===== src/rtl/tqvp_ps2_pkg.sv =====
// rtl/tqvp_ps2_pkg.sv - register map, bit indices and FSM encoding for the PS/2 console receiver
package tqvp_ps2_pkg;

    localparam logic [5:0] ADDR_DATA   = 6'h00;
    localparam logic [5:0] ADDR_STATUS = 6'h04;
    localparam logic [5:0] ADDR_CTRL   = 6'h08;

    localparam int DATA_BIT_VALID   = 8;
    localparam int ST_BIT_EMPTY     = 0;
    localparam int ST_BIT_FULL      = 1;
    localparam int ST_BIT_OVERFLOW  = 2;
    localparam int ST_BIT_PARITY    = 3;
    localparam int ST_BIT_FRAME     = 4;
    localparam int ST_COUNT_LSB     = 8;

    localparam int CTRL_RX_EN       = 0;
    localparam int CTRL_IRQ_EN      = 1;

    // start + 8 data + parity + stop
    localparam int FRAME_BITS = 11;
    localparam int DATA_BITS  = FRAME_BITS - 3;

    typedef enum logic [1:0] {
        RX_IDLE,
        RX_DATA,
        RX_PARITY,
        RX_STOP
    } rx_state_t;

    function automatic logic odd_parity_ok(input logic [DATA_BITS-1:0] d, input logic p);
        return ^{d, p};
    endfunction

endpackage


===== src/rtl/ps2_rx_fifo.sv =====
// rtl/ps2_rx_fifo.sv - synchronous scancode FIFO with head-of-queue read
module ps2_rx_fifo #(
    parameter int DEPTH = 4,
    parameter int WIDTH = 8
) (
    input  logic                     clk,
    input  logic                     rst_n,
    input  logic                     push,
    input  logic [WIDTH-1:0]         wdata,
    input  logic                     pop,
    output logic [WIDTH-1:0]         head,
    output logic [$clog2(DEPTH):0]   count,
    output logic                     empty,
    output logic                     full
);
    localparam int AW = $clog2(DEPTH);
    localparam int CW = AW + 1;

    logic [WIDTH-1:0] mem [DEPTH];
    logic [AW-1:0]    wr_ptr;
    logic [AW-1:0]    rd_ptr;

    // A pop in the same cycle frees the slot a push into a full FIFO needs.
    wire do_pop  = pop && !empty;
    wire do_push = push && (!full || do_pop);

    assign empty = (count == '0);
    assign full  = (count == CW'(DEPTH));
    assign head  = mem[rd_ptr];

    always_ff @(posedge clk) begin
        if (do_push) begin
            mem[wr_ptr] <= wdata;
        end
    end

    always_ff @(posedge clk or negedge rst_n) begin
        if (!rst_n) begin
            wr_ptr <= '0;
            rd_ptr <= '0;
            count  <= '0;
        end else begin
            if (do_push) begin
                wr_ptr <= wr_ptr + AW'(1);
            end
            if (do_pop) begin
                rd_ptr <= rd_ptr + AW'(1);
            end
            case ({do_push, do_pop})
                2'b10:   count <= count + CW'(1);
                2'b01:   count <= count - CW'(1);
                default: count <= count;
            endcase
        end
    end

endmodule


===== src/rtl/tqvp_ps2_console_rx.sv =====
// rtl/tqvp_ps2_console_rx.sv - TinyQV PS/2 keyboard receiver peripheral
// Optional mid-frame watchdog enabled by defining PS2_RX_TIMEOUT_EN.
module tqvp_ps2_console_rx
    import tqvp_ps2_pkg::*;
#(
    parameter int FIFO_DEPTH     = 4,
    parameter int FILTER_LEN     = 8,
    parameter int TIMEOUT_CYCLES = 131072
) (
    input  logic        clk,
    input  logic        rst_n,
    input  logic [7:0]  ui_in,
    output logic [7:0]  uo_out,
    input  logic [5:0]  address,
    input  logic [31:0] data_in,
    input  logic [1:0]  data_write_n,
    input  logic [1:0]  data_read_n,
    output logic [31:0] data_out,
    output logic        data_ready,
    output logic        user_interrupt
);
    localparam int CW = $clog2(FIFO_DEPTH) + 1;
    localparam int FW = $clog2(FILTER_LEN) + 1;
    localparam int BW = $clog2(DATA_BITS);

    wire ps2_clk_raw = ui_in[1];
    wire ps2_data    = ui_in[2];

    logic [1:0] ctrl;
    logic       ovf_flag;
    logic       par_flag;
    logic       frm_flag;

    // ---------------- clock glitch filter and falling-edge strobe ----------------
    logic          filt_clk;
    logic [FW-1:0] flt_cnt;

    wire flt_flip = (ps2_clk_raw != filt_clk) && (flt_cnt == FW'(FILTER_LEN - 1));
    wire strobe   = flt_flip && filt_clk;

    always_ff @(posedge clk or negedge rst_n) begin
        if (!rst_n) begin
            filt_clk <= 1'b1;
            flt_cnt  <= '0;
        end else if (ps2_clk_raw == filt_clk) begin
            flt_cnt <= '0;
        end else if (flt_flip) begin
            filt_clk <= ps2_clk_raw;
            flt_cnt  <= '0;
        end else begin
            flt_cnt <= flt_cnt + FW'(1);
        end
    end

    // ---------------- frame FSM ----------------
    rx_state_t            rx_state;
    logic [BW-1:0]        bit_cnt;
    logic [DATA_BITS-1:0] shreg;
    logic                 par_bit;
    logic                 push_q;
    logic                 par_err_q;
    logic                 frm_err_q;

`ifdef PS2_RX_TIMEOUT_EN
    localparam int TW = $clog2(TIMEOUT_CYCLES + 1);
    logic [TW-1:0] wd_cnt;
    wire wd_expired = (rx_state != RX_IDLE) && (wd_cnt == TW'(TIMEOUT_CYCLES - 1));
`else
    wire wd_expired = 1'b0;
    wire unused_timeout = (TIMEOUT_CYCLES == 0);
`endif

    always_ff @(posedge clk or negedge rst_n) begin
        if (!rst_n) begin
            rx_state  <= RX_IDLE;
            bit_cnt   <= '0;
            shreg     <= '0;
            par_bit   <= 1'b0;
            push_q    <= 1'b0;
            par_err_q <= 1'b0;
            frm_err_q <= 1'b0;
`ifdef PS2_RX_TIMEOUT_EN
            wd_cnt    <= '0;
`endif
        end else begin
            push_q    <= 1'b0;
            par_err_q <= 1'b0;
            frm_err_q <= 1'b0;
            if (!ctrl[CTRL_RX_EN]) begin
                rx_state <= RX_IDLE;
            end else if (strobe) begin
                case (rx_state)
                    RX_IDLE: begin
                        if (!ps2_data) begin
                            rx_state <= RX_DATA;
                            bit_cnt  <= '0;
                        end
                    end
                    RX_DATA: begin
                        shreg   <= {ps2_data, shreg[DATA_BITS-1:1]};
                        bit_cnt <= bit_cnt + BW'(1);
                        if (bit_cnt == BW'(DATA_BITS - 1)) begin
                            rx_state <= RX_PARITY;
                        end
                    end
                    RX_PARITY: begin
                        par_bit  <= ps2_data;
                        rx_state <= RX_STOP;
                    end
                    default: begin
                        if (!ps2_data) begin
                            frm_err_q <= 1'b1;
                        end else if (!odd_parity_ok(shreg, par_bit)) begin
                            par_err_q <= 1'b1;
                        end else begin
                            push_q <= 1'b1;
                        end
                        rx_state <= RX_IDLE;
                    end
                endcase
            end else if (wd_expired) begin
                rx_state  <= RX_IDLE;
                frm_err_q <= 1'b1;
            end
`ifdef PS2_RX_TIMEOUT_EN
            if (!ctrl[CTRL_RX_EN] || strobe || rx_state == RX_IDLE) begin
                wd_cnt <= '0;
            end else begin
                wd_cnt <= wd_cnt + TW'(1);
            end
`endif
        end
    end

    // ---------------- FIFO ----------------
    logic [7:0]    fifo_head;
    logic [CW-1:0] fifo_count;
    logic          fifo_empty;
    logic          fifo_full;

    wire rd_en     = (data_read_n != 2'b11);
    wire wr_en     = (data_write_n != 2'b11);
    wire fifo_pop  = rd_en && (address == ADDR_DATA) && !fifo_empty;
    wire wr_status = wr_en && (address == ADDR_STATUS);
    wire wr_ctrl   = wr_en && (address == ADDR_CTRL);
    wire ovf_set   = push_q && fifo_full && !fifo_pop;

    ps2_rx_fifo #(
        .DEPTH (FIFO_DEPTH),
        .WIDTH (8)
    ) u_fifo (
        .clk   (clk),
        .rst_n (rst_n),
        .push  (push_q),
        .wdata (shreg),
        .pop   (fifo_pop),
        .head  (fifo_head),
        .count (fifo_count),
        .empty (fifo_empty),
        .full  (fifo_full)
    );

    // ---------------- registers ----------------
    // A flag raised in the same cycle as its clear stays set.
    always_ff @(posedge clk or negedge rst_n) begin
        if (!rst_n) begin
            ctrl     <= 2'b01;
            ovf_flag <= 1'b0;
            par_flag <= 1'b0;
            frm_flag <= 1'b0;
        end else begin
            if (wr_ctrl) begin
                ctrl <= data_in[1:0];
            end
            ovf_flag <= ovf_set   | (ovf_flag & ~(wr_status & data_in[ST_BIT_OVERFLOW]));
            par_flag <= par_err_q | (par_flag & ~(wr_status & data_in[ST_BIT_PARITY]));
            frm_flag <= frm_err_q | (frm_flag & ~(wr_status & data_in[ST_BIT_FRAME]));
        end
    end

    logic [31:0] count_ext;
    assign count_ext = 32'(fifo_count);

    always_comb begin
        data_out = 32'h0;
        case (address)
            ADDR_DATA: begin
                data_out[DATA_BIT_VALID] = !fifo_empty;
                data_out[7:0]            = fifo_empty ? 8'h00 : fifo_head;
            end
            ADDR_STATUS: begin
                data_out[ST_BIT_EMPTY]         = fifo_empty;
                data_out[ST_BIT_FULL]          = fifo_full;
                data_out[ST_BIT_OVERFLOW]      = ovf_flag;
                data_out[ST_BIT_PARITY]        = par_flag;
                data_out[ST_BIT_FRAME]         = frm_flag;
                data_out[ST_COUNT_LSB +: 4]    = count_ext[3:0];
            end
            ADDR_CTRL: begin
                data_out[1:0] = ctrl;
            end
            default: data_out = 32'h0;
        endcase
    end

    assign uo_out         = 8'h00;
    assign data_ready     = 1'b1;
    assign user_interrupt = ctrl[CTRL_IRQ_EN] & !fifo_empty;

    wire unused_inputs = &{1'b0, ui_in[7:3], ui_in[0], data_in[31:5], count_ext[31:4]};

endmodule


===== config.mk =====
export PLATFORM = sky130hd
export DESIGN_NAME = tqvp_ps2_console_rx
export DESIGN_NICKNAME = d
export VERILOG_FILES = /design/src/rtl/tqvp_ps2_pkg.sv /design/src/rtl/ps2_rx_fifo.sv /design/src/rtl/tqvp_ps2_console_rx.sv
export SDC_FILE = /design/constraint.sdc
export NUM_CORES = 1
export LEC_CHECK = 0
export BUFFER_PORTS_ARGS = -buffer_cell sky130_fd_sc_hd__buf_4
export CORE_MARGIN = 10
export CORE_UTILIZATION = 40
export DETAILED_ROUTE_END_ITERATION = 12
export HOLD_SLACK_MARGIN = 0.1
export PLACE_DENSITY = 0.68
export SLEW_MARGIN = 25
export SYNTH_ARGS = -nofsm -noshare
export SYNTH_HDL_FRONTEND = slang
export SYNTH_SLANG_ARGS = --single-unit

===== constraint.sdc =====
create_clock -name clk -period 2.3 [get_ports clk]
set_input_delay 0.46 -clock clk [delete_from_list [all_inputs] [get_ports clk]]
set_output_delay 0.46 -clock clk [all_outputs]
set_load 0.02 [all_outputs]

==> flow_summary.toml <==
[clock_tree]
numCtsBuffers = 9
cts-htree-levels = 3
tritoncts = "built"
path_clk_slew_ns = 0.07
clk_path_buf_depth = 2
clock-sinks = 66
clkLatencyLatePin_ns = 0.33
clockRootBuffer = "clkbuf_8"

[logic_synthesis]
yosysTopAreaCell = "edfxtp_1"
synth_top_family_by_area = "multiplexers"
seq_area_frac_synth_pct = 55.81
synthTopCellsByCount = "32 x dfrtp_1, 32 x edfxtp_1, 30 x buf_4, 13 x mux2_2"
ys_ff_latch = 66
yosys.area_share.simple_pct = 9.815
syn_area_per_cell_um2 = 13.83
synth_area_mm2 = 0.003251
yosys.area.top_type_share_pct = 29.56
synth_warnings = 0
syn_inst = 235
synthMuxAreaShare_pct = 10.82
synth_xor_area_share_pct = 4.734
async_flop_share_pct = 51.52
synth-edff-count = 32
synth_compound_area_share_pct = 4.657
synthAdderAreaFrac_pct = 5.235
synth.distinct_cells = 42
synthTopCellsByArea = "edfxtp_1 30%, dfrtp_1 25%, buf_4 6.9%"
synth_ff_type = "edfxtp_1"

[power]
ir_drop_v = 0.0003693
seqPwrFrac_pct = 53.8
p_comb_share_pct = 8.3
power_density_mw_per_mm2 = 614.0
p_leak_nw = 1.815
switchingPower_mw = 0.5615
clkPwrFrac_pct = 37.9
switching_share_pct = 22.93
intPower_mw = 1.887

[floorplan]
fp.coreArea_mm2 = 0.007807
ioPinCount = 94
dieArea_mm2 = 0.01213
fp.dieW_um = 110.1
die_height_um = 110.1
rows = 32
initial_core_util_pct = 41.63

[placement]
dp_hpwl_um = 4536
dpl-instance-area_mm2 = 0.003650
io_buffers = 30
dp.cells = 379
gp_congestion = 0.7509

[drt]
routed_wl_um = 6292
route.detailed.drc = 0
dr.pass1.iters = 4
drtAntennaViolNets = 0
routed.top_layer = "met4"
drt_iter0_drc = 77
met2_wirelength_um = 3074
viasPerCell = 4.726
route.met3.wl_um = 573
vias = 1900
wl_per_cell_um = 15.65
routedLengthMet1_um = 2598

[sta]
setup-violations-final = 11
hold_ws_ns = 0.3264
postLayoutSetupSlackWorst_ns = -0.04982
rsz0062_at_grt = "yes"
hold_viol_final = 0
period_needed_ns = 2.350
period_share_pct = 102.2
finClkSkew_ns = 0.006584
max_freq_ghz = 0.4256
slew_violations = 0

[worst_setup_path]
cp.required_ns = 1.84
path_class = "primary input to output port"
crit_fanout = 7
critPathLaunchType = "primary input"
cp.arrival_ns = 1.89
end_kind = "output port"

[global_routing]
grt_remaining_overflow = 0
grt_max_degree = 35
grt_pass1_vias = 1900
grt_usage_pct = 10.13
grt_pass1_wl_um = 9535
antenna_found_initial = 0

[job]
drv_cap = 0

[cells_and_area]
syn_to_final_growth_pct = 22.67
antenna_cells = 0
final_area_mm2 = 0.003988
drive_gt1_share_pct = 35.67
nets = 360
final_cells = 402
fillers = 676

[status]
status = "finished with violations"
violations = "setup timing"

[hold_path]
hold_class = "primary input to flip-flop"
[layout by cell type (no fill, tap or decap), types with 3 or more instances in the layout]
master | netlist | layout
mux4_2 | 8 | 8
xnor2_1 | 11 | 11
nor2b_1 | 5 | 5
nor3_1 | 3 | 3
mux2_2 | 13 | 13
and2_4 | 0 | 3
a21o_1 | 3 | 3
nand3_1 | 5 | 5
a22o_1 | 5 | 5
a21oi_1 | 3 | 3
dfrtp_1 | 32 | 31
nor2_1 | 8 | 8
xor2_1 | 4 | 4
inv_1 | 9 | 7
conb_1 | 2 | 30
buf_12 | 0 | 4
nand2_1 | 12 | 12
clkinv_1 | 0 | 3
and2_1 | 11 | 8
buf_4 | 30 | 35
clkbuf_8 | 0 | 10
buf_6 | 1 | 15
edfxtp_1 | 32 | 32
ha_1 | 12 | 11
[metrics by stage]
stage,power (mW),setup WS [ns],TNS [ns],util (%)
finish,2.449,-0.04982,-0.2155,51.07
global route,2.534,-0.1161,-1.051,51.07
CTS,2.462,-0.04974,-0.1773,50.87
detailed placement,1.531,-0.2878,-5.903,46.75
global placement,1.525,-0.2948,-6.312,46.75
floorplan,1.498,-0.2805,-0.7413,-
[power groups by stage]
| stage | Sequential (mW) | Combinational, mW | Clock [mW] |
|---|---|---|---|
| 6_report | 1.32 | 0.204 | 0.928 |
| 5_1_grt | 1.32 | 0.228 | 0.987 |
| 4_1_cts | 1.32 | 0.202 | 0.943 |
| 3_5_place_dp | 1.34 | 0.191 | 0 |
| 3_3_place_gp | 1.34 | 0.188 | 0 |
| 2_1_floorplan | 1.33 | 0.173 | 0 |
[critical path, stage by stage]
cell and delay, ns:
buf_6 0.09, or4_4 0.54, buf_6 0.16, nor3b_4 0.20
buf_6 0.15, a22o_1 0.16, buf_6 0.12
[layer usage]
layer | GRT usage (%) | vias to the layer above
met5 | 0 | -
met4 | 3.853 | 0
met3 | 3.076 | 6
met2 | 17.19 | 58
met1 | 11.80 | 944
li1 | - | 892
[worst paths after layout]
check / start / to / slack [ns] / cells past startpoint
max: address[4] / data_out[4] / -0.05 / 7
min: ui_in[2] / frm_err_q$_DFF_PN0_ / 0.33 / 2
max reg2reg: u_fifo.count[0]$_DFFE_PN0P_ / u_fifo.count[2]$_DFFE_PN0P_ / 0.28 / 10
min reg2reg: frm_err_q$_DFF_PN0_ / frm_flag$_DFF_PN0_ / 0.42 / 1
max in group asynchronous: rst_n / ctrl[0]$_DFFE_PN1P_ / 1.32 / 2
min in group asynchronous: rst_n / shreg[4]$_DFFE_PN0P_ / 0.62 / 2
[registers in the layout, indices dropped and copies added (netlist names)]
| signal | cells |
|---|---|
| shreg | 8 |
| flt_cnt | 4 |
| push_q | 1 |
| u_fifo.rd_ptr | 2 |
| frm_err_q | 1 |
| filt_clk | 1 |
| par_bit | 1 |
| frm_flag | 1 |
| ovf_flag | 1 |
| ctrl | 2 |
| u_fifo.wr_ptr | 2 |
| par_flag | 1 |
| rx_state | 2 |
| par_err_q | 1 |
| bit_cnt | 3 |
| u_fifo.mem | 32 |
| u_fifo.count | 3 |
[layout make-up]
| type | count | area (um2) | share of cell area [%] |
|---|---|---|---|
| Clock inverter | 4 | 41.29 | 1.035 |
| Clock buffer | 12 | 145.1 | 3.640 |
| Tap cell | 102 | 127.6 | 3.200 |
| Sequential cell | 66 | 1815 | 45.53 |
| Timing Repair Buffer | 55 | 521.8 | 13.08 |
| Multi-Input combinational cell | 154 | 1303 | 32.66 |
| Inverter | 9 | 33.78 | 0.8472 |
[cell families (layout without fill, tap and decap cells)]
kind of cell / count (synthesis) / count (layout)
other cells: 2 / 30
simple gates: 53 / 53
mux: 23 / 23
flops: 66 / 66
fa+ha+maj: 13 / 13
buf+inv: 43 / 80
xor+xnor: 16 / 16
compound gates: 19 / 19
[repair_timing]
item | 4_1_cts | 5_1_grt
hold buffers | 1 | 0
setup buffers | 5 | 1
resized for setup | 22 | 3
gates cloned | 0 | 0
endpoints found under the hold margin | 32 | 0
pin swaps | 9 | 0
endpoints found under the setup margin | 11 | 13
No activity file was read; power rests on OpenSTA's default activity.
